==> src/rtl/fwd_scoreboard.sv <==
// fwd_scoreboard: self-tracking forwarding/hazard unit; records in-flight writes per
// post-decode stage and resolves youngest-match forwarding and Tuse-based D stalls.
module fwd_scoreboard #(
   parameter int W      = 32,
   parameter int STAGES = 3,
   parameter int NREAD  = 2,
   parameter int AW     = 5,
   parameter int TW     = 2
) (
   input  logic                  clk,
   input  logic                  reset,
   input  logic                  issue_valid,
   input  logic [AW-1:0]         issue_addr,
   input  logic [TW-1:0]         issue_tnew,
   input  logic                  flush,
   input  logic [STAGES*W-1:0]   stage_data,
   input  logic [NREAD*AW-1:0]   rd_addr,
   input  logic [NREAD*TW-1:0]   rd_tuse,
   input  logic [NREAD*W-1:0]    rd_regfile,
   output logic [NREAD*W-1:0]    fwd_data,
   output logic [NREAD-1:0]      fwd_hit,
   output logic [NREAD-1:0]      fwd_pending,
   output logic                  stall
);

   logic [STAGES-1:0] r_valid;
   logic [AW-1:0]     r_addr [STAGES];
   logic [TW-1:0]     r_tnew [STAGES];
   logic              w_m;
   logic [TW-1:0]     w_t;
   logic [W-1:0]      w_d;

   // Back end advances every clock; a stall only turns the E entry into a bubble.
   always_ff @(posedge clk) begin
      if (!reset) r_valid <= '0;
      else begin
         r_valid[0] <= issue_valid & ~stall & ~flush & (issue_addr != '0);
         for (int k = 1; k < STAGES; k++) r_valid[k] <= r_valid[k-1];
      end
      r_addr[0] <= issue_addr;
      r_tnew[0] <= issue_tnew;
      for (int k = 1; k < STAGES; k++) begin
         r_addr[k] <= r_addr[k-1];
         r_tnew[k] <= (r_tnew[k-1] == '0) ? '0 : r_tnew[k-1] - TW'(1);
      end
   end

   // Scan oldest to youngest so the youngest match overwrites older ones.
   always_comb begin
      stall       = 1'b0;
      fwd_hit     = '0;
      fwd_pending = '0;
      fwd_data    = rd_regfile;
      w_m         = 1'b0;
      w_t         = '0;
      w_d         = '0;
      for (int i = 0; i < NREAD; i++) begin
         w_m = 1'b0;
         w_t = '0;
         w_d = '0;
         for (int k = STAGES-1; k >= 0; k--)
            if (r_valid[k] && r_addr[k] == rd_addr[i*AW +: AW] && rd_addr[i*AW +: AW] != '0) begin
               w_m = 1'b1;
               w_t = r_tnew[k];
               w_d = stage_data[k*W +: W];
            end
         fwd_hit[i]     = w_m && (w_t == '0);
         fwd_pending[i] = w_m && (w_t != '0);
         if (w_m && w_t == '0) fwd_data[i*W +: W] = w_d;
         stall = stall | (w_m && (w_t > rd_tuse[i*TW +: TW]));
      end
   end

endmodule

==> config.mk <==
export PLATFORM = sky130hd
export DESIGN_NAME = fwd_scoreboard
export DESIGN_NICKNAME = d
export VERILOG_FILES = /design/src/rtl/fwd_scoreboard.sv
export SDC_FILE = /design/constraint.sdc
export NUM_CORES = 1
export LEC_CHECK = 0
export ABC_AREA = 0
export CAP_MARGIN = 40
export CORE_MARGIN = 10
export CORE_UTILIZATION = 37
export CTS_CLUSTER_DIAMETER = 150
export DETAILED_ROUTE_END_ITERATION = 10
export PLACE_DENSITY = 0.83
export SLEW_MARGIN = 20
export SYNTH_ARGS = -nofsm -noshare
export SYNTH_HDL_FRONTEND = slang
export SYNTH_SLANG_ARGS = --single-unit
==> constraint.sdc <==
create_clock -name clk -period 3.2 [get_ports clk]
set_clock_uncertainty 0.05 [all_clocks]
set_input_delay 0.64 -clock clk [delete_from_list [all_inputs] [get_ports clk]]
set_output_delay 0.64 -clock clk [all_outputs]
set_load 0.02 [all_outputs]
==> results by group, run 1 <==
Status
  • Outcome: finished, violations left
  • Failing checks: negative setup slack

Worst setup path
  • R2R setup slack: between 0.7 and 0.8 ns
  • Critical path class: in -> out
  • Crit path buf inv count: 6
  • Reg2reg end: r_valid[0]
  • Reg2reg path depth: 11
  • Crit-path slowest cell: a221o_2
  • CP peak stage delay: 0.46 ns
  • Maximum fanout along the worst path: 6
  • Worst Setup Start Kind: input port
  • CP required: 2.51 ns
  • Crit path max-delay family: buffers and inverters
  • Worst R2R Start: r_addr[0][7]
  • CP Cell Sequence: buf_2, buf_4, xor2_2, nor4_4, buf_4, nand2_2, a221o_2, buf_6, clkbuf_16, mux2_4, buf_6
  • Arrival @ worst endpoint: 2.80 ns
  • CP endpoint kind: output port

Yosys
  • Mux cell area share after synthesis: 0.248
  • Syn Inst Count: 503
  • Synth top area share: 0.230
  • Ranking of synthesized cells by area: mux2_4 (23%), o22a_1 (15%), nand2_1 (14%)
  • Cell taking the most area after synthesis: mux2_4
  • Post-synthesis compound-gate area fraction: 0.261
  • Synth Area in Simple Gates: 0.209
  • Largest family of logic cells by synthesized area: compound AO/OA/AOI/OAI gates
  • Unique cell type count in the Yosys netlist: 32
  • Top_reg_cell synth: dfxtp_1
  • Seq cells post-synth: 24
  • Post-Syn Nets: ~690
  • Xor/xnor share of the synthesized area: 0.0695
  • Seq/Total Area, Yosys: 0.127
  • Synth Area in Adders: 0.0199
  • Synth Area per Inst: 7.52 µm²
  • Ys async rst share: 0
  • EDFF count, synth: 0
  • Synth Cell Area: 3780 µm²
  • Yosys warning count: 0

Placed design
  • Dpl hpwl: 15000 µm
  • Placer congestion estimate: 0.855
  • Placed Area: around 6600 µm²
  • Port bufs: 253

Pwr
  • Worst vdd ir: 0.000342 V
  • Pwr dens: 174 nW/µm²
  • Static Leak: 2.98 nW

Timing
  • Fin. Hold Viols: 0
  • Final setup viols: 66
  • Hold Slack: ~0.37 ns
  • Worst Tran Pin Value: roughly 0.37 ns
  • Tmin final: 3.49 ns
  • Tcrit/Tclk final: 1.09
  • Max-slew violation count: 0
  • Setup ws final: -0.292 ns
  • Max Clk Rate: around 0.29 GHz
  • Worst slew margin: 0.750
  • RSZ-0062 raised after global routing: true

Hold path
  • Hold path start: r_addr[0][7]
  • Min-delay worst type: reg -> reg
  • Hold EP: r_addr[0][12]
  • Hold depth: 0

Global route
  • Global-route wire length before repair: 29200 µm
  • Largest net degree at the start of global routing: 35
  • Vias in the first global route: 5297
  • GRT overflow: 0
  • Initial antenna violation count: 0
  • GRT Overall Usage: 0.246

Clocking
  • Clock latency on the worst-skew pair: approximately 0.26 ns
  • Hold_buf cts: 0
  • CTS Buffer Depth: 2
  • Worst-path clk slew: 0.08 ns
  • CTS buffer count: 3
  • CTS root buf: clkbuf_8
  • H-tree depth: 1
  • CTS tree: done
  • Clk sinks: 24

Route
  • Iteration count of the initial detailed-routing pass: 5
  • Antenna viol nets, final: 0
  • Total number of vias: ~5000
  • Routed len/inst: 22.0 µm
  • DRC violations left: 0
  • Via/cell ratio: 5.47
  • Starting DRT DRC Count: 606
  • Routed WL: 20100 µm

Finish
  • Final #Nets: 971
  • Diode count: 0
  • Layout cell share with drive strength beyond 1: 0.311
  • Cell area after layout: between 7000 and 8000 µm²
  • # fillers: 700
  • Area Overhead vs Synth: 91.8%

Die
  • Core area: between 9000 and 10000 µm²
  • Die area: 14700 µm²
  • Chip Height: 121 µm
  • Row count: 36
  • IO Count: 254
  • Die X: 121 µm
  • Initial core utilization: 0.383

Job
  • Max Cap Violations: 0
## cells in the mapped netlist (4+ instances only)
| cell | number |
|---|---|
| inv_1 | 11 |
| nor2_1 | 17 |
| xor2_1 | 20 |
| dfxtp_1 | 24 |
| mux2_2 | 6 |
| o21ai_0 | 66 |
| o22a_1 | 64 |
| buf_6 | 6 |
| clkbuf_1 | 33 |
| xnor2_1 | 10 |
| nand2_1 | 142 |
| o221ai_1 | 4 |
| and2_1 | 4 |
| mux2_4 | 58 |
| nand4_1 | 8 |
| ha_1 | 6 |
## cells in the final DEF, fill, tap and decap left out, types with 5 or more instances in the layout
cell / instances
mux2_2: 6
nand2_1: 140
mux2_4: 58
nor2_1: 15
xor2_2: 5
xor2_1: 14
buf_12: 8
o22a_1: 64
buf_4: 47
dfxtp_1: 24
nand4_1: 8
clkdlybuf4s50_1: 174
xnor2_2: 6
o21ai_0: 64
buf_6: 74
ha_1: 6
inv_1: 9
## worst max-delay path by stage
stage | startpoint | endpoint | slack, ns | cells past startpoint
after floorplan | rd_addr[8] | stall | 0.14 | 10
after global placement | rd_addr[6] | stall | -1.18 | 13
after detailed placement | rd_addr[6] | stall | -1.23 | 11
after CTS | rd_addr[7] | fwd_data[59] | -0.44 | 13
after global routing | rd_addr[2] | fwd_data[22] | -0.34 | 10
final | rd_addr[1] | fwd_data[23] | -0.29 | 11
## timing repair
item                       4_1_cts  5_1_grt
gates resized for setup        454       61
setup endpoints to repair       70       69
setup buffers                   15        3
cloned                           3        3
pin swaps                       14       14
## area by class of cell
type / count / area, µm² / area share
Clock buffer: 3 / 41.3 / 0.00569
Clock inverter: 1 / 30.0 / 0.00414
Inverter: 11 / 41.3 / 0.00569
Multi-Input combinational cell: 426 / 3250 / 0.448
Sequential cell: 24 / 480 / 0.0663
Tap cell: 133 / 166 / 0.0229
Timing Repair Buffer: 314 / 3250 / 0.448
## cells by family after synthesis
logic type | after synthesis
compound gates | 142
fa+ha+maj | 6
mux | 64
flops | 24
buf+inv | 53
simple gates | 184
xor+xnor | 30
## through the flow
step	setup TNS [ns]	total power [mW]	utilization	std cells	setup slack, ns
floorplan	0	0.558	-	503	0.142
global placement	-72.66	0.934	0.673	889	-1.18
detailed placement	-77.34	0.949	0.673	889	-1.23
CTS	-20.11	1.23	0.711	910	-0.438
global route	-19.20	1.31	0.735	912	-0.338
finish	-15.82	1.26	0.735	912	-0.292
## layer usage
metal	GRT usage	vias to the layer above	wire (µm)
li1	-	2329	-
met1	0.280	2319	7580
met2	0.446	292	10300
met3	0.0493	53	1580
met4	0.0807	0	676
met5	0	-	0
## where the power goes
part | switching, mW | total [mW] | internal [mW]
Sequential | 0.0190 | 0.336 | 0.317
Combinational | 0.250 | 0.664 | 0.414
Clock | 0.0931 | 0.260 | 0.167
Total | 0.362 | 1.26 | 0.898
## registers in the layout (all words and copies together), names as in the netlist
signal / count
r_addr: 15
r_tnew: 6
r_valid: 3
Note: power is estimated with default switching activity, not from simulation.
==> run 2: changes to the inputs <==
--- a/config.mk
+++ b/config.mk
@@ -8,10 +8,10 @@
 export ABC_AREA = 0
 export CAP_MARGIN = 40
 export CORE_MARGIN = 10
-export CORE_UTILIZATION = 37
+export CORE_UTILIZATION = 33
 export CTS_CLUSTER_DIAMETER = 150
 export DETAILED_ROUTE_END_ITERATION = 10
-export PLACE_DENSITY = 0.83
+export PLACE_DENSITY = 0.78
 export SLEW_MARGIN = 20
 export SYNTH_ARGS = -nofsm -noshare
 export SYNTH_HDL_FRONTEND = slang
==> constraint.sdc (replaced) <==
create_clock -name clk -period 3.09 [get_ports clk]
set_clock_uncertainty 0.05 [all_clocks]
set_input_delay 0.618 -clock clk [delete_from_list [all_inputs] [get_ports clk]]
set_output_delay 0.618 -clock clk [all_outputs]
set_load 0.02 [all_outputs]
==> run 2 against run 1 <==
Net effect:
- the flow still finishes with violations (negative setup slack)
- final area grew 5.5%
- power grew 14%
- sequential share of layout area shrank 0.35 points
- clock power grew 45%
- global-route usage shrank 1.7 points
- final cell count grew 3.5%
- combinational power grew 6.3%
- worst setup slack lost 0.18 ns
- first-iteration DRC count shrank 27%
==> results by group, run 2 (synthesized netlist as in run 1, its figures left out) <==
Pwr
  • Pwr dens: 187 nW/µm² (+7.7%)
  • Static Leak: 3.16 nW (+6.0%)
  • Worst vdd ir: 0.000325 V (-5.1%)
  • Tot Pwr: 1.43 mW (+14%)

Worst setup path
  • Maximum fanout along the worst path: 6 (unchanged)
  • Worst Setup Start Kind: input port
  • Arrival @ worst endpoint: 2.90 ns (+0.10 ns)
  • CP endpoint kind: output port
  • CP required: 2.42 ns (-0.09 ns)
  • Critical path class: in -> out

Hold path
  • Min-delay worst type: reg -> reg

Die
  • Core area: 11300 µm² (+15%)
  • Chip Height: 127 µm (+4.9%)
  • Row count: 39 (+8.3%)
  • Die area: 16100 µm² (+10%)
  • Die X: 127 µm (+4.9%)
  • Initial core utilization: 0.334 (-0.0493)
  • IO Count: 254 (unchanged)

Timing
  • Setup TNS: -21.15 ns (-5.33 ns)
  • Tcrit/Tclk final: 1.15
  • Worst Tran Pin Value: 0.408 ns (+0.0367 ns)
  • Fin. Hold Viols: 0 (unchanged)
  • Max Clk Rate: 0.280 GHz
  • Tmin final: 3.57 ns
  • RSZ-0062 raised after global routing: true
  • Max-slew violation count: 0 (unchanged)
  • Worst slew margin: 0.728 (-0.0219)
  • Setup ws final: -0.476 ns (-0.184 ns)
  • Final setup viols: 67 (+1.5%)

Status
  • Failing checks: negative setup slack
  • Outcome: finished, violations left

Placed design
  • Placer congestion estimate: 0.939 (+9.8%)
  • Port bufs: 253 (unchanged)
  • Placed Area: 6670 µm² (+0.41%)
  • Dpl hpwl: 15100 µm (+0.63%)

Clocking
  • Worst-path clk slew: 0.06 ns (-0.02 ns)
  • CTS tree: done
  • Clk sinks: 24 (unchanged)
  • CTS root buf: clkbuf_16
  • H-tree depth: 1 (unchanged)
  • CTS buffer count: 3 (unchanged)
  • Clock latency on the worst-skew pair: 0.26 ns (about the same)
  • CTS Buffer Depth: 2 (unchanged)

Finish
  • Biggest regs: r_addr: 15 flops, r_tnew: 6 flops, r_valid: 3 flops
  • # fillers: 885 (+26%)
  • Sequential cell area: 480 µm² (unchanged)
  • Multi-input gate area: 3310 µm² (+1.9%)
  • Cell area after layout: 7650 µm² (+5.5%)
  • Largest Register: r_addr
  • Layout cell share with drive strength beyond 1: 0.345 (+0.0339)
  • Max FFs per register: 15 (unchanged)
  • Area Overhead vs Synth: 102%
  • Diode count: 0 (unchanged)
  • Final #Nets: 993 (+2.3%)
  • Commonest cells after routing, fill and taps aside: clkdlybuf4s50_1 (174), nand2_1 (137), buf_6 (85)
  • Commonest non-fill, non-tap cell in the layout: clkdlybuf4s50_1

Global route
  • Global-route wire length before repair: 30200 µm (+3.2%)
  • Vias in the first global route: 5369 (+1.4%)
  • GRT overflow: 0 (unchanged)
  • GRT Overall Usage: 0.229 (-0.0171)
  • Initial antenna violation count: 0 (unchanged)
  • Largest net degree at the start of global routing: 43 (+23%)

Route
  • Antenna viol nets, final: 0 (unchanged)
  • Starting DRT DRC Count: 442 (-27%)
  • Routed len/inst: 21.7 µm (-1.7%)
  • Iteration count of the initial detailed-routing pass: 5 (unchanged)
  • Routed WL: 20400 µm (+1.8%)
  • DRC violations left: 0 (unchanged)
  • Total number of vias: 5096 (+2.1%)
  • Via/cell ratio: 5.40 (-1.4%)

Job
  • Max Cap Violations: 0 (unchanged)
[run 2: power by group]
group,switching [mW],internal (mW),total [mW]
Sequential,0.0205,0.328,0.349
Clock,0.119,0.258,0.377
Combinational,0.266,0.440,0.706
[run 2: layout make-up]
type	count	area share
clock inverters	1	0.00392
repair buffers	336	0.462
clock buffers	3	0.00981
well taps	143	0.0234
multi-input cells	426	0.432
inverters	11	0.00572
flip-flops and latches	24	0.0628
[run 2: worst max-delay path, cell delays in order]
cell and delay, ns:
buf_6 0.11, xor2_2 0.15, nor2_2 0.18, nand4_1 0.17, buf_4 0.19, a21oi_4 0.19
nor2_4 0.06, a221o_2 0.37, buf_12 0.16, buf_16 0.14, buf_6 0.11, mux2_4 0.30
buf_6 0.14
[run 2: worst paths after layout]
check | from | to | slack (ns) | cells past startpoint
max | rd_addr[3] | fwd_data[14] | -0.48 | 13
min | r_addr[0][5] | r_addr[0][10] | 0.35 | 0
max reg2reg | r_addr[0][6] | r_valid[0] | 0.66 | 12
min reg2reg | r_addr[0][5] | r_addr[0][10] | 0.35 | 0
[run 2: what timing repair did]
action	4_1_cts	5_1_grt
cloned	6	0
endpoints found under the setup margin	70	69
pin swaps	24	33
setup buffers	24	11
hold buffers	0	0
gates resized for setup	503	58
hold endpoints to repair	0	0
[run 2: per-layer routing]
layer | vias to the layer above | track usage | part of all wire | wire [µm]
met2 | 247 | 0.406 | 0.50 | 10200
met4 | 0 | 0.0589 | 0.026 | 530
met1 | 2428 | 0.274 | 0.40 | 8200
met3 | 39 | 0.0471 | 0.074 | 1520
li1 | 2382 | - | - | -
met5 | - | 0 | 0 | 0
[run 2: metrics by stage]
| step | setup slack [ns] | hold WS, ns | utilization | instances |
|---|---|---|---|---|
| after floorplan | 0.0761 | 0.323 | - | 503 |
| after global placement | -1.15 | 0.333 | 0.589 | 902 |
| after detailed placement | -1.29 | 0.331 | 0.589 | 902 |
| after CTS | -0.455 | 0.340 | 0.656 | 936 |
| after global routing | -0.521 | 0.368 | 0.676 | 944 |
| final | -0.476 | 0.351 | 0.676 | 944 |
==> run 3: changes to the inputs <==
--- a/config.mk
+++ b/config.mk
@@ -11,6 +11,7 @@
 export CORE_UTILIZATION = 33
 export CTS_CLUSTER_DIAMETER = 150
 export DETAILED_ROUTE_END_ITERATION = 10
+export MAX_ROUTING_LAYER = met4
 export PLACE_DENSITY = 0.78
 export SLEW_MARGIN = 20
 export SYNTH_ARGS = -nofsm -noshare
==> run 3 against run 2 <==
Net effect:
- the run still ends with negative setup slack left
- routed wire length fell by 0.89%
- sequential cell count did not move
- worst hold slack got worse by 0.0086 ns
- final cell count fell by 0.42%
- register-to-register slack got worse by 0.20 ns
- critical path depth fell by 2
- sequential share of layout area rose by 0.15 points
- core utilization fell by 1.4 points
- critical path type unchanged
==> results by group, run 3 (synthesized netlist as in run 1, its figures left out) <==
Placed design
  • Port bufs: 253 (unchanged)
  • Placer congestion estimate: 0.903 (-3.9%)
  • Dpl hpwl: 15000 µm (-0.45%)
  • Setup Slack @ Placement: -1.20 ns (+0.0908 ns)
  • Placed Cells: 902 (unchanged)

Finish
  • Sequential cell area: 482 µm² (+0.26%)
  • Max FFs per register: 15 (unchanged)
  • Multi-input gate area: 3210 µm² (-3.0%)
  • Layout cell share with drive strength beyond 1: 0.325 (-0.0196)
  • Area Overhead vs Synth: 98.2%
  • Biggest regs: r_addr: 15 flops, r_tnew: 6 flops, r_valid: 3 flops
  • Non-Filler Instances: 940 (-0.42%)
  • Largest Register: r_addr
  • # fillers: 937 (+5.9%)
  • Final #Nets: 989 (-0.40%)
  • Commonest cells after routing, fill and taps aside: clkdlybuf4s50_1 (174), nand2_1 (140), buf_6 (73)
  • Diode count: 0 (unchanged)
  • Commonest non-fill, non-tap cell in the layout: clkdlybuf4s50_1

Timing
  • Final setup viols: 67 (unchanged)
  • Fin. Hold Viols: 0 (unchanged)
  • Setup ws final: -0.420 ns (+0.0562 ns)
  • Worst slew margin: 0.725 (-0.00345)
  • Worst Tran Pin Value: 0.410 ns (+0.00209 ns)
  • Hold Slack: 0.342 ns (-0.00863 ns)
  • Max-slew violation count: 0 (unchanged)
  • Tmin final: 3.51 ns (-0.0562 ns)
  • RSZ-0062 raised after global routing: true
  • Tcrit/Tclk final: 1.14 (-0.0182)
  • Max Clk Rate: 0.285 GHz (+1.6%)

Route
  • Routed WL: 20300 µm (-0.89%)
  • Starting DRT DRC Count: 434 (-1.8%)
  • DRC violations left: 0 (unchanged)
  • Total number of vias: 5085 (-0.22%)
  • Iteration count of the initial detailed-routing pass: 5 (unchanged)
  • Via/cell ratio: 5.41 (+0.21%)
  • Antenna viol nets, final: 0 (unchanged)
  • Routed len/inst: 21.6 µm (-0.46%)

Worst setup path
  • CP endpoint kind: output port
  • Critical path class: in -> out
  • Worst R2R Start: r_addr[0][7]
  • R2R setup slack: 0.46 ns (-0.20 ns)
  • Maximum fanout along the worst path: 6 (unchanged)
  • Reg2reg end: r_valid[0]
  • Worst Setup Start Kind: input port
  • CP required: 2.42 ns (about the same)
  • Reg2reg path depth: 12 (unchanged)
  • Arrival @ worst endpoint: 2.84 ns (-0.06 ns)

Pwr
  • Sequential power share: 0.246 (+0.002)
  • Clock power share: 0.264 (about the same)
  • Switching share of total power: 0.278 (-0.00532)
  • Static Leak: 3.11 nW (-1.6%)
  • Net Switching: 0.393 mW (-3.2%)
  • Internal power: 1.02 mW (-0.65%)
  • Combinational Power Share: 0.490 (-0.003)
  • Pwr dens: 188 nW/µm² (+0.71%)
  • Worst vdd ir: 0.000278 V (-14%)

Die
  • Initial core utilization: 0.334 (unchanged)
  • Chip Height: 127 µm (unchanged)
  • IO Count: 254 (unchanged)
  • Die area: 16100 µm² (unchanged)
  • Core area: 11300 µm² (unchanged)
  • Die X: 127 µm (unchanged)
  • Row count: 39 (unchanged)

Global route
  • GRT overflow: 0 (unchanged)
  • GRT Overall Usage: 0.239 (+0.0108)
  • Largest net degree at the start of global routing: 39 (-9.3%)
  • Initial antenna violation count: 0 (unchanged)
  • Global-route wire length before repair: 30400 µm (+0.71%)
  • Vias in the first global route: 5315 (-1.0%)

Clocking
  • CTS Buffer Depth: 2 (unchanged)
  • CTS tree: done
  • H-tree depth: 1 (unchanged)
  • Worst-path clk slew: 0.06 ns (about the same)
  • Clk sinks: 24 (unchanged)
  • CTS buffer count: 3 (unchanged)
  • Clock latency on the worst-skew pair: 0.26 ns (about the same)
  • CTS root buf: clkbuf_16

Hold path
  • Hold path start: r_addr[0][5]
  • Hold EP: r_addr[0][10]
  • Hold depth: 0 (unchanged)
  • Min-delay worst type: reg -> reg

Status
  • Outcome: finished, violations left
  • Failing checks: negative setup slack

Job
  • Max Cap Violations: 0 (unchanged)
==> run 3: cell types whose count changed in the layout (fill, tap and decap cells not counted), moves of 4 or more <==
cell and delta:
nor2_1 +4, buf_6 -12, o21ai_0 +6, buf_4 +8, o21ai_1 -4
==> run 3: how the worst max path moves through the flow <==
stage	to	slack, ns	from	cells after the start
6_report	fwd_data[7]	-0.42	rd_addr[0]	11
5_1_grt	stall	-0.58	rd_addr[8]	12
4_1_cts	fwd_data[7]	-0.39	rd_addr[2]	11
3_5_place_dp	stall	-1.20	rd_addr[6]	11
3_3_place_gp	fwd_data[33]	-1.19	rd_addr[6]	9
2_1_floorplan	stall	0.08	rd_addr[8]	10
==> run 3: what timing repair did <==
| item | CTS | global route |
|---|---|---|
| setup buffers | 24 | 4 |
| pin swaps | 24 | 13 |
| gates cloned | 8 | 0 |
| hold buffers | 0 | 0 |
| setup endpoints to repair | 70 | 69 |
| resized for setup | 499 | 17 |
==> run 3: layer usage <==
metal  vias up  wire length, µm  track usage  part of all wire
met5         -                0            -                 0
met2       277            10100        0.415              0.50
met4         0              638       0.0690             0.031
li1       2375                -            -                 -
met3        47             1470       0.0409             0.073
met1      2386             8100        0.278              0.40
==> run 3: power by group through the flow <==
stage	clock network, mW	registers (mW)	logic (mW)
after floorplan	0	0.346	0.232
after CTS	0.373	0.346	0.682
after detailed placement	0	0.352	0.629
after global placement	0	0.351	0.621
after global routing	0.388	0.348	0.729
final	0.373	0.347	0.692
==> run 3: area by class of cell <==
| class | instances | area share |
|---|---|---|
| inverters | 11 | 0.00584 |
| multi-input cells | 426 | 0.428 |
| clock inverters | 1 | 0.00401 |
| repair buffers | 332 | 0.464 |
| clock buffers | 3 | 0.0100 |
| well taps | 143 | 0.0239 |
| flip-flops and latches | 24 | 0.0643 |
==> run 3: metrics by stage <==
step / area [µm²] / power (mW) / utilization / TNS (ns)
3_5_place_dp: 6680 / 0.981 / 0.590 / -78.12
3_3_place_gp: 6680 / 0.972 / 0.590 / -76.09
4_1_cts: 7420 / 1.40 / 0.655 / -21.03
6_report: 7490 / 1.41 / 0.662 / -23.05
5_1_grt: 7490 / 1.47 / 0.662 / -28.48
2_1_floorplan: 3780 / 0.578 / - / 0
==> run 3: worst max-delay path: stages <==
cell     delay (ns)
buf_8          0.11
buf_6          0.11
xor2_2         0.17
nor4_4         0.44
buf_4          0.21
nor2_2         0.05
a221o_2        0.35
buf_12         0.17
buf_16         0.15
mux2_4         0.31
buf_6          0.13
